`src/rtl/reg_file_ctrl.sv`:
```
// Command sequencer for the configuration register file: parses UART opcode/address/data
// frames, drives single-cycle write/read strobes and forwards read data to the TX FIFO.
module reg_file_ctrl #(
    parameter int WIDTH = 8,
    parameter int DEPTH = 16,
    parameter int ADDR  = 4
) (
    input  logic             CLK,
    input  logic             RST,
    input  logic [WIDTH-1:0] RX_P_DATA,
    input  logic             RX_D_VLD,
    input  logic [WIDTH-1:0] RdData,
    input  logic             RdData_VLD,
    input  logic             FIFO_FULL,
    output logic             WrEn,
    output logic             RdEn,
    output logic [ADDR-1:0]  Address,
    output logic [WIDTH-1:0] WrData,
    output logic [WIDTH-1:0] TX_P_DATA,
    output logic             TX_D_VLD,
    output logic             BUSY,
    output logic             CMD_ERR
);

    typedef enum logic [3:0] {
        IDLE, WR_ADDR, WR_DATA, RD_ADDR, BR_ADDR, BR_CNT, RD_REQ, RD_WAIT, TX_PUSH
    } state_t;

    state_t           state_q, state_d;
    logic [ADDR-1:0]  addr_q, addr_d;
    logic [WIDTH-1:0] wdata_q, wdata_d;
    logic [WIDTH-1:0] txdata_q, txdata_d;
    logic [WIDTH-1:0] cnt_q, cnt_d;
    logic             wren_q, wren_d;
    logic             rden_q;
    logic             busy_q;
    logic             err_q, err_d;
    logic             addr_ok;
    logic             push;

    assign addr_ok = (RX_P_DATA[WIDTH-1:ADDR] == '0);
    assign push    = (state_q == TX_PUSH) && !FIFO_FULL;

    always_comb begin
        state_d  = state_q;
        addr_d   = addr_q;
        wdata_d  = wdata_q;
        txdata_d = txdata_q;
        cnt_d    = cnt_q;
        wren_d   = 1'b0;
        err_d    = 1'b0;
        case (state_q)
            IDLE: begin
                if (RX_D_VLD) begin
                    if (RX_P_DATA == WIDTH'(8'hAA))      state_d = WR_ADDR;
                    else if (RX_P_DATA == WIDTH'(8'hBB)) state_d = RD_ADDR;
                    else if (RX_P_DATA == WIDTH'(8'hCC)) state_d = BR_ADDR;
                    else                                 err_d   = 1'b1;
                end
            end
            WR_ADDR, RD_ADDR, BR_ADDR: begin
                if (RX_D_VLD) begin
                    addr_d = RX_P_DATA[ADDR-1:0];
                    if (!addr_ok) begin
                        err_d   = 1'b1;
                        state_d = IDLE;
                    end else if (state_q == WR_ADDR) begin
                        state_d = WR_DATA;
                    end else if (state_q == RD_ADDR) begin
                        cnt_d   = WIDTH'(1);
                        state_d = RD_REQ;
                    end else begin
                        state_d = BR_CNT;
                    end
                end
            end
            WR_DATA: begin
                if (RX_D_VLD) begin
                    wdata_d = RX_P_DATA;
                    wren_d  = 1'b1;
                    state_d = IDLE;
                end
            end
            BR_CNT: begin
                if (RX_D_VLD) begin
                    if (RX_P_DATA == '0) begin
                        err_d   = 1'b1;
                        state_d = IDLE;
                    end else begin
                        cnt_d   = RX_P_DATA;
                        state_d = RD_REQ;
                    end
                end
            end
            // Bytes arriving while a read is in flight are discarded and flagged.
            RD_REQ: begin
                err_d   = RX_D_VLD;
                state_d = RD_WAIT;
            end
            RD_WAIT: begin
                err_d = RX_D_VLD;
                if (RdData_VLD) begin
                    txdata_d = RdData;
                    state_d  = TX_PUSH;
                end
            end
            TX_PUSH: begin
                err_d = RX_D_VLD;
                if (push) begin
                    cnt_d = cnt_q - WIDTH'(1);
                    if (cnt_q != WIDTH'(1)) begin
                        addr_d  = (addr_q == ADDR'(DEPTH - 1)) ? '0 : addr_q + 1'b1;
                        state_d = RD_REQ;
                    end else begin
                        state_d = IDLE;
                    end
                end
            end
            default: state_d = IDLE;
        endcase
    end

    // Strobes and BUSY are registered from the next state so they line up with it.
    always_ff @(posedge CLK) begin
        if (RST) begin
            state_q  <= IDLE;
            addr_q   <= '0;
            wdata_q  <= '0;
            txdata_q <= '0;
            cnt_q    <= '0;
            wren_q   <= 1'b0;
            rden_q   <= 1'b0;
            busy_q   <= 1'b0;
            err_q    <= 1'b0;
        end else begin
            state_q  <= state_d;
            addr_q   <= addr_d;
            wdata_q  <= wdata_d;
            txdata_q <= txdata_d;
            cnt_q    <= cnt_d;
            wren_q   <= wren_d;
            rden_q   <= (state_d == RD_REQ);
            busy_q   <= (state_d != IDLE);
            err_q    <= err_d;
        end
    end

    assign WrEn      = wren_q;
    assign RdEn      = rden_q;
    assign Address   = addr_q;
    assign WrData    = wdata_q;
    assign TX_P_DATA = txdata_q;
    assign TX_D_VLD  = push;
    assign BUSY      = busy_q;
    assign CMD_ERR   = err_q;

endmodule

```
`config.mk`:
```
export PLATFORM = sky130hd
export DESIGN_NAME = reg_file_ctrl
export DESIGN_NICKNAME = d
export VERILOG_FILES = /design/src/rtl/reg_file_ctrl.sv
export SDC_FILE = /design/constraint.sdc
export NUM_CORES = 1
export LEC_CHECK = 0
export CAP_MARGIN = 20
export CORE_MARGIN = 2
export CORE_UTILIZATION = 32
export DETAILED_ROUTE_END_ITERATION = 8
export PLACE_DENSITY = 0.57
export SETUP_SLACK_MARGIN = 0.3
export SYNTH_ARGS = -nofsm -noshare
export SYNTH_HDL_FRONTEND = slang
export SYNTH_SLANG_ARGS = --single-unit
```
`constraint.sdc`:
```
create_clock -name CLK -period 4.3 [get_ports CLK]
set_clock_uncertainty 0.15 [all_clocks]
set_input_delay 0.86 -clock CLK [delete_from_list [all_inputs] [get_ports CLK]]
set_output_delay 0.86 -clock CLK [all_outputs]
set_load 0.1 [all_outputs]
```
=== Word level (Yosys, flattened, before mapping) ===
Index checks and enable logic that the tools add are counted.

* Flip-flop bits (word level): 36
* Output and inout port bits: 25

* Multiplexer cells: 38
* Bitwise logic cells: 1
* $add $sub $neg: 2
* Equal/unequal tests: 22
* Reduce and logical (&&, ||, !) cells: 15

{| class="wikitable"
|+ Operators with widths
! cell !! count
|-
| $mux W8 || 7
|-
| $mux W4 || 13
|-
| $pmux W4 S7 || 1
|-
| $eq A8 B8 Y1 const B || 3
|-
| $pmux W8 S3 || 1
|-
| $eq A4 B3 Y1 const B || 5
|-
| $ne A2 B2 Y1 const B || 7
|-
| $mux W3 || 4
|-
| $mux W1 || 9
|-
| $eq A4 B2 Y1 const B || 2
|-
| $eq A4 B4 Y1 const B || 2
|-
| $logic_not A4 Y1 || 2
|-
| $logic_not A8 Y1 || 1
|-
| $ne A8 B1 Y1 const B || 1
|-
| $pmux W4 S2 || 1
|-
| $reduce_and A8 Y1 || 1
|-
| $sub A8 B1 Y8 const B || 1
|-
| $reduce_or A3 Y1 || 2
|-
| $add A4 B1 Y4 const B || 1
|-
| $eq A4 B1 Y1 const B || 1
|-
| $pmux W1 S4 || 1
|-
| $reduce_and A2 Y1 || 2
|-
| $reduce_and A4 Y1 || 1
|-
| $reduce_bool A4 Y1 || 1
|-
| other kinds (8) || 8
|}

=== Logic depth before layout (Yosys ltp) ===
* Word-level depth: 7
* Gate-level depth with buffers: 8
* Mapped depth without buffers: 7

=== Worst setup path after synthesis ===
Ideal clock, no wire load.

* Path kind: reg-to-output
* Start point: reg state_q[1]
* End point: out TX_D_VLD
* Buffers on the path: 3
* Stages on the path, launching flop included: 6
* Required time: 3290 ps
* Path slack: 760 ps
* Arrival: 2530 ps
* Cell sequence: dfxtp_1 -> buf_6 -> or4b_1 -> buf_2 -> clkbuf_1 -> nor2_1

* Word-level cells in the longest chain between the ends: 2

{| class="wikitable"
|+ RTL lines
! element !! RTL line !! RTL
|-
| start: declaration || 29 || <nowiki>state_t state_q, state_d;</nowiki>
|-
| start signal: assignment || 136 || <nowiki>state_q <= state_d;</nowiki>
|-
| $eq A4 B4 Y1 || 42 || <nowiki>assign push = (state_q == TX_PUSH) && !FIFO_FULL;</nowiki>
|-
| $logic_and A1 B1 Y1 || 42 ||
|-
| end: declaration || 20 || <nowiki>output logic TX_D_VLD,</nowiki>
|}

No other way between the ends.

=== Worst setup path after layout ===
* Start point: reg state_q[3]
* End point: out TX_D_VLD

The elaborated chain is that of the path after synthesis.

==> results.md <==
- Seq pwr share: 48.3%
- Number of global-route vias before repair: 1916
- Hpwl dp: 3.89 mm
- WP buf/inv: 1
- Worst Hold Class: register to register
- Rows: 28
- Clock insertion delay at the later pin of the skew report: 0.30 ns
- Min Tclk post-route: 3.27 ns
- Clock slew at reported path FFs: 0.08 ns
- I/O pins: 46
- GR Overflow Total: 0
- Final Hold Vio Count: 0
- Maxcap violations: 0
- Post-synth EDFFs: 0
- Outcome: finished clean
- Die X: 83.4 um
- Fin. max-slew vios: 0
- Sequential element share of the synthesized area: 35.7%
- Total die area: 0.00696 mm2
- Async S/R FF share, synth: 0%
- CTS buffer count: 5
- Syn Nets: 276
- Max Fclk: 0.306 GHz
- First-pass GRT wire length: 9.35 mm
- Setup repair bufs after CTS: 0
- Tot GR Track Use: 16.1%
- Worst-margin pin slew: 0.979 ns
- Min-Delay Path Depth: 2
- Routability Congestion: 0.871
- Number of cells on the critical path: 3
- Pint: 0.000529 W
- Setup violators final: 0
- Post-synthesis area per instance: 8.01 um2
- Post-cts repair resize count: 0
- Die height: 83.4 um
- Top FF cell, synth: dfxtp_1
- Synthesized area: 0.00202 mm2
- CTS root buffer: clkbuf_8
- Startpoint Class: register
- Combinational Power Share: 7.6%
- Number of synthesized register bits: 36
- Core area: 0.00599 mm2
- Fillers: 600
- Hold-fix buffers, CTS: 0
- Largest net degree at the start of global routing: 22
- RSZ-0062 raised after global routing: no
- Clock share of power: 44.1%
- Initial antenna violation count: 0
- Routed Antenna Nets: 0
- Flop2flop setup slack: 1.57 ns
- Slowest cell on crit path: or4b_1
- Max incr delay on CP: 0.79 ns
- DRC: 0
- Final wirelength: 5.55 mm
- NetSw: 0.000163 W
- Area after DPL: 0.00251 mm2
- Final period utilization: 76.0%
- CP top delay family: simple AND/OR/NAND/NOR gates
- Commonest non-fill, non-tap cell in the layout: clkdlybuf4s50_1
- Worst R2R Path Depth: 5
- Most frequent cells in the layout: 44 x clkdlybuf4s50_1, 36 x dfxtp_1, 34 x nand2_1
- Sw frac: 23.6%
- CP endpoint kind: output port
- Clock Sinks: 36
- CP Cell Sequence: or4b_1 -> nor2_1 -> buf_4
- Setup TNS: 0 ns
- Area fraction of the dominant cell type after synthesis: 35.7%
- Worst EP arrival: 2.26 ns
- Initial DRT Pass Iterations: 4
- VDD IR-drop max: 136 uV
- Port bufs: 45
- Rel. slew slack: 34.5%
- Syn Inst Count: 252
- Initial DRC count: 153
- Area leader, netlist: dfxtp_1
- H-tree levels: 2
- P&R area growth vs syn: 30.0%
- Type of the worst setup path: register to output port
- CTS tree: done
- Post-DR vias/cell: 5.52
- Sequential cell area: 721 um2
- Area of the multi-input gates: 0.00120 mm2
- Fraction of layout cells with a size suffix above 1: 6.53%
- Diodes inserted: 0
- Cell area after layout: 0.00262 mm2
- Area contributors post-synth: dfxtp_1 36%, nand2_1 6.3%, a21oi_1 6.2%, nor2_1 4.6%, mux2i_1 4.0%
- Unique masters post-synth: 52
- Initial Util: 33.7%
- Fin nets: 314
- DR vias: 2021
- Leakage power: 0.915 nW
- DR WL/cell: 15.2 um
- Max FO, Critical Path: 17
- PwrDens: 264 mW/mm2
- Clock tree buffer depth: 2
- Worst endpoint required time: 3.29 ns
- Syn. warnings: 0
## metrics by stage
stage	util (%)	setup slack [ns]	hold slack (ns)	instances	power [W]
6_report	43.8	1.03	0.312	366	0.000692
3_3_place_gp	41.9	1.17	0.292	358	0.000395
5_1_grt	43.8	0.909	0.336	366	0.000718
4_1_cts	43.8	0.997	0.312	366	0.000699
3_5_place_dp	41.9	1.16	0.300	358	0.000395
2_1_floorplan	-	0.760	0.294	252	0.000363
## metal layers
metal / wire length (um) / vias up / GRT usage (%) / share of wire, %
met2: 2460 / 81 / 25.2 / 44
li1: - / 1005 / - / -
met4: 66 / 0 / 4.25 / 1.2
met3: 395 / 8 / 4.67 / 7.1
met5: 0 / - / 0 / 0
met1: 2630 / 927 / 21.8 / 47
## worst reg2reg max path: cells and delay by family (launching register included)
family	cells	cell delay (ns)
AO/OA/AOI/OAI	4	1.08
AND/OR/NAND/NOR	1	0.79
flip-flops	1	0.65
## synthesized netlist by cell type, drive strengths merged (3+ instances only)
cell type,n
nor4bb,3
mux2i,8
and2,3
a311oi,5
a21oi,27
buf,3
o21ai,6
nand2,34
nand4,4
nand3,7
ha,3
a21o,3
a211oi,3
nor3,7
nor4,5
nor2,25
o31ai,8
clkbuf,15
nand2b,3
inv,6
dfxtp,36
## path summary, 6_finish.rpt
| check | end | start |
|---|---|---|
| min | TX_P_DATA[2]$_SDFFE_PP0P_ | TX_P_DATA[2]$_SDFFE_PP0P_ |
| max reg2reg | Address[3]$_SDFFE_PP0P_ | state_q[3]$_SDFF_PP0_ |
| min reg2reg | TX_P_DATA[2]$_SDFFE_PP0P_ | TX_P_DATA[2]$_SDFFE_PP0P_ |
| max | TX_D_VLD | state_q[3]$_SDFF_PP0_ |
## registers in the layout (all words and copies together) (netlist names)
register / flops
Address: 4
BUSY: 1
CMD_ERR: 1
RdEn: 1
TX_P_DATA: 8
WrData: 8
WrEn: 1
cnt_q: 8
state_q: 4
## power groups by stage
stage | Combinational, W | Clock [W] | Sequential (W)
after detailed placement | 0.0000526 | 0 | 0.000342
after global placement | 0.0000527 | 0 | 0.000342
after global routing | 0.0000568 | 0.000327 | 0.000335
after floorplan | 0.0000161 | 0 | 0.000347
final | 0.0000524 | 0.000305 | 0.000334
after CTS | 0.0000528 | 0.000311 | 0.000334
## cells by family after synthesis
group | synth area share (%)
AND/OR/NAND/NOR | 27.6
AO/OA/AOI/OAI | 25.0
flip-flops | 35.7
buffers and inverters | 4.96
multiplexers | 3.97
adder cells (fa/ha/maj) | 1.86
XOR/XNOR | 0.868
## layout make-up
cell class / instances / area share, %
repair buffers: 49 / 18.2
flip-flops and latches: 36 / 27.5
multi-input cells: 192 / 45.6
clock buffers: 5 / 2.62
clock inverters: 3 / 1.62
inverters: 6 / 0.858
well taps: 75 / 3.58
Power figures use the tool's default switching activity.
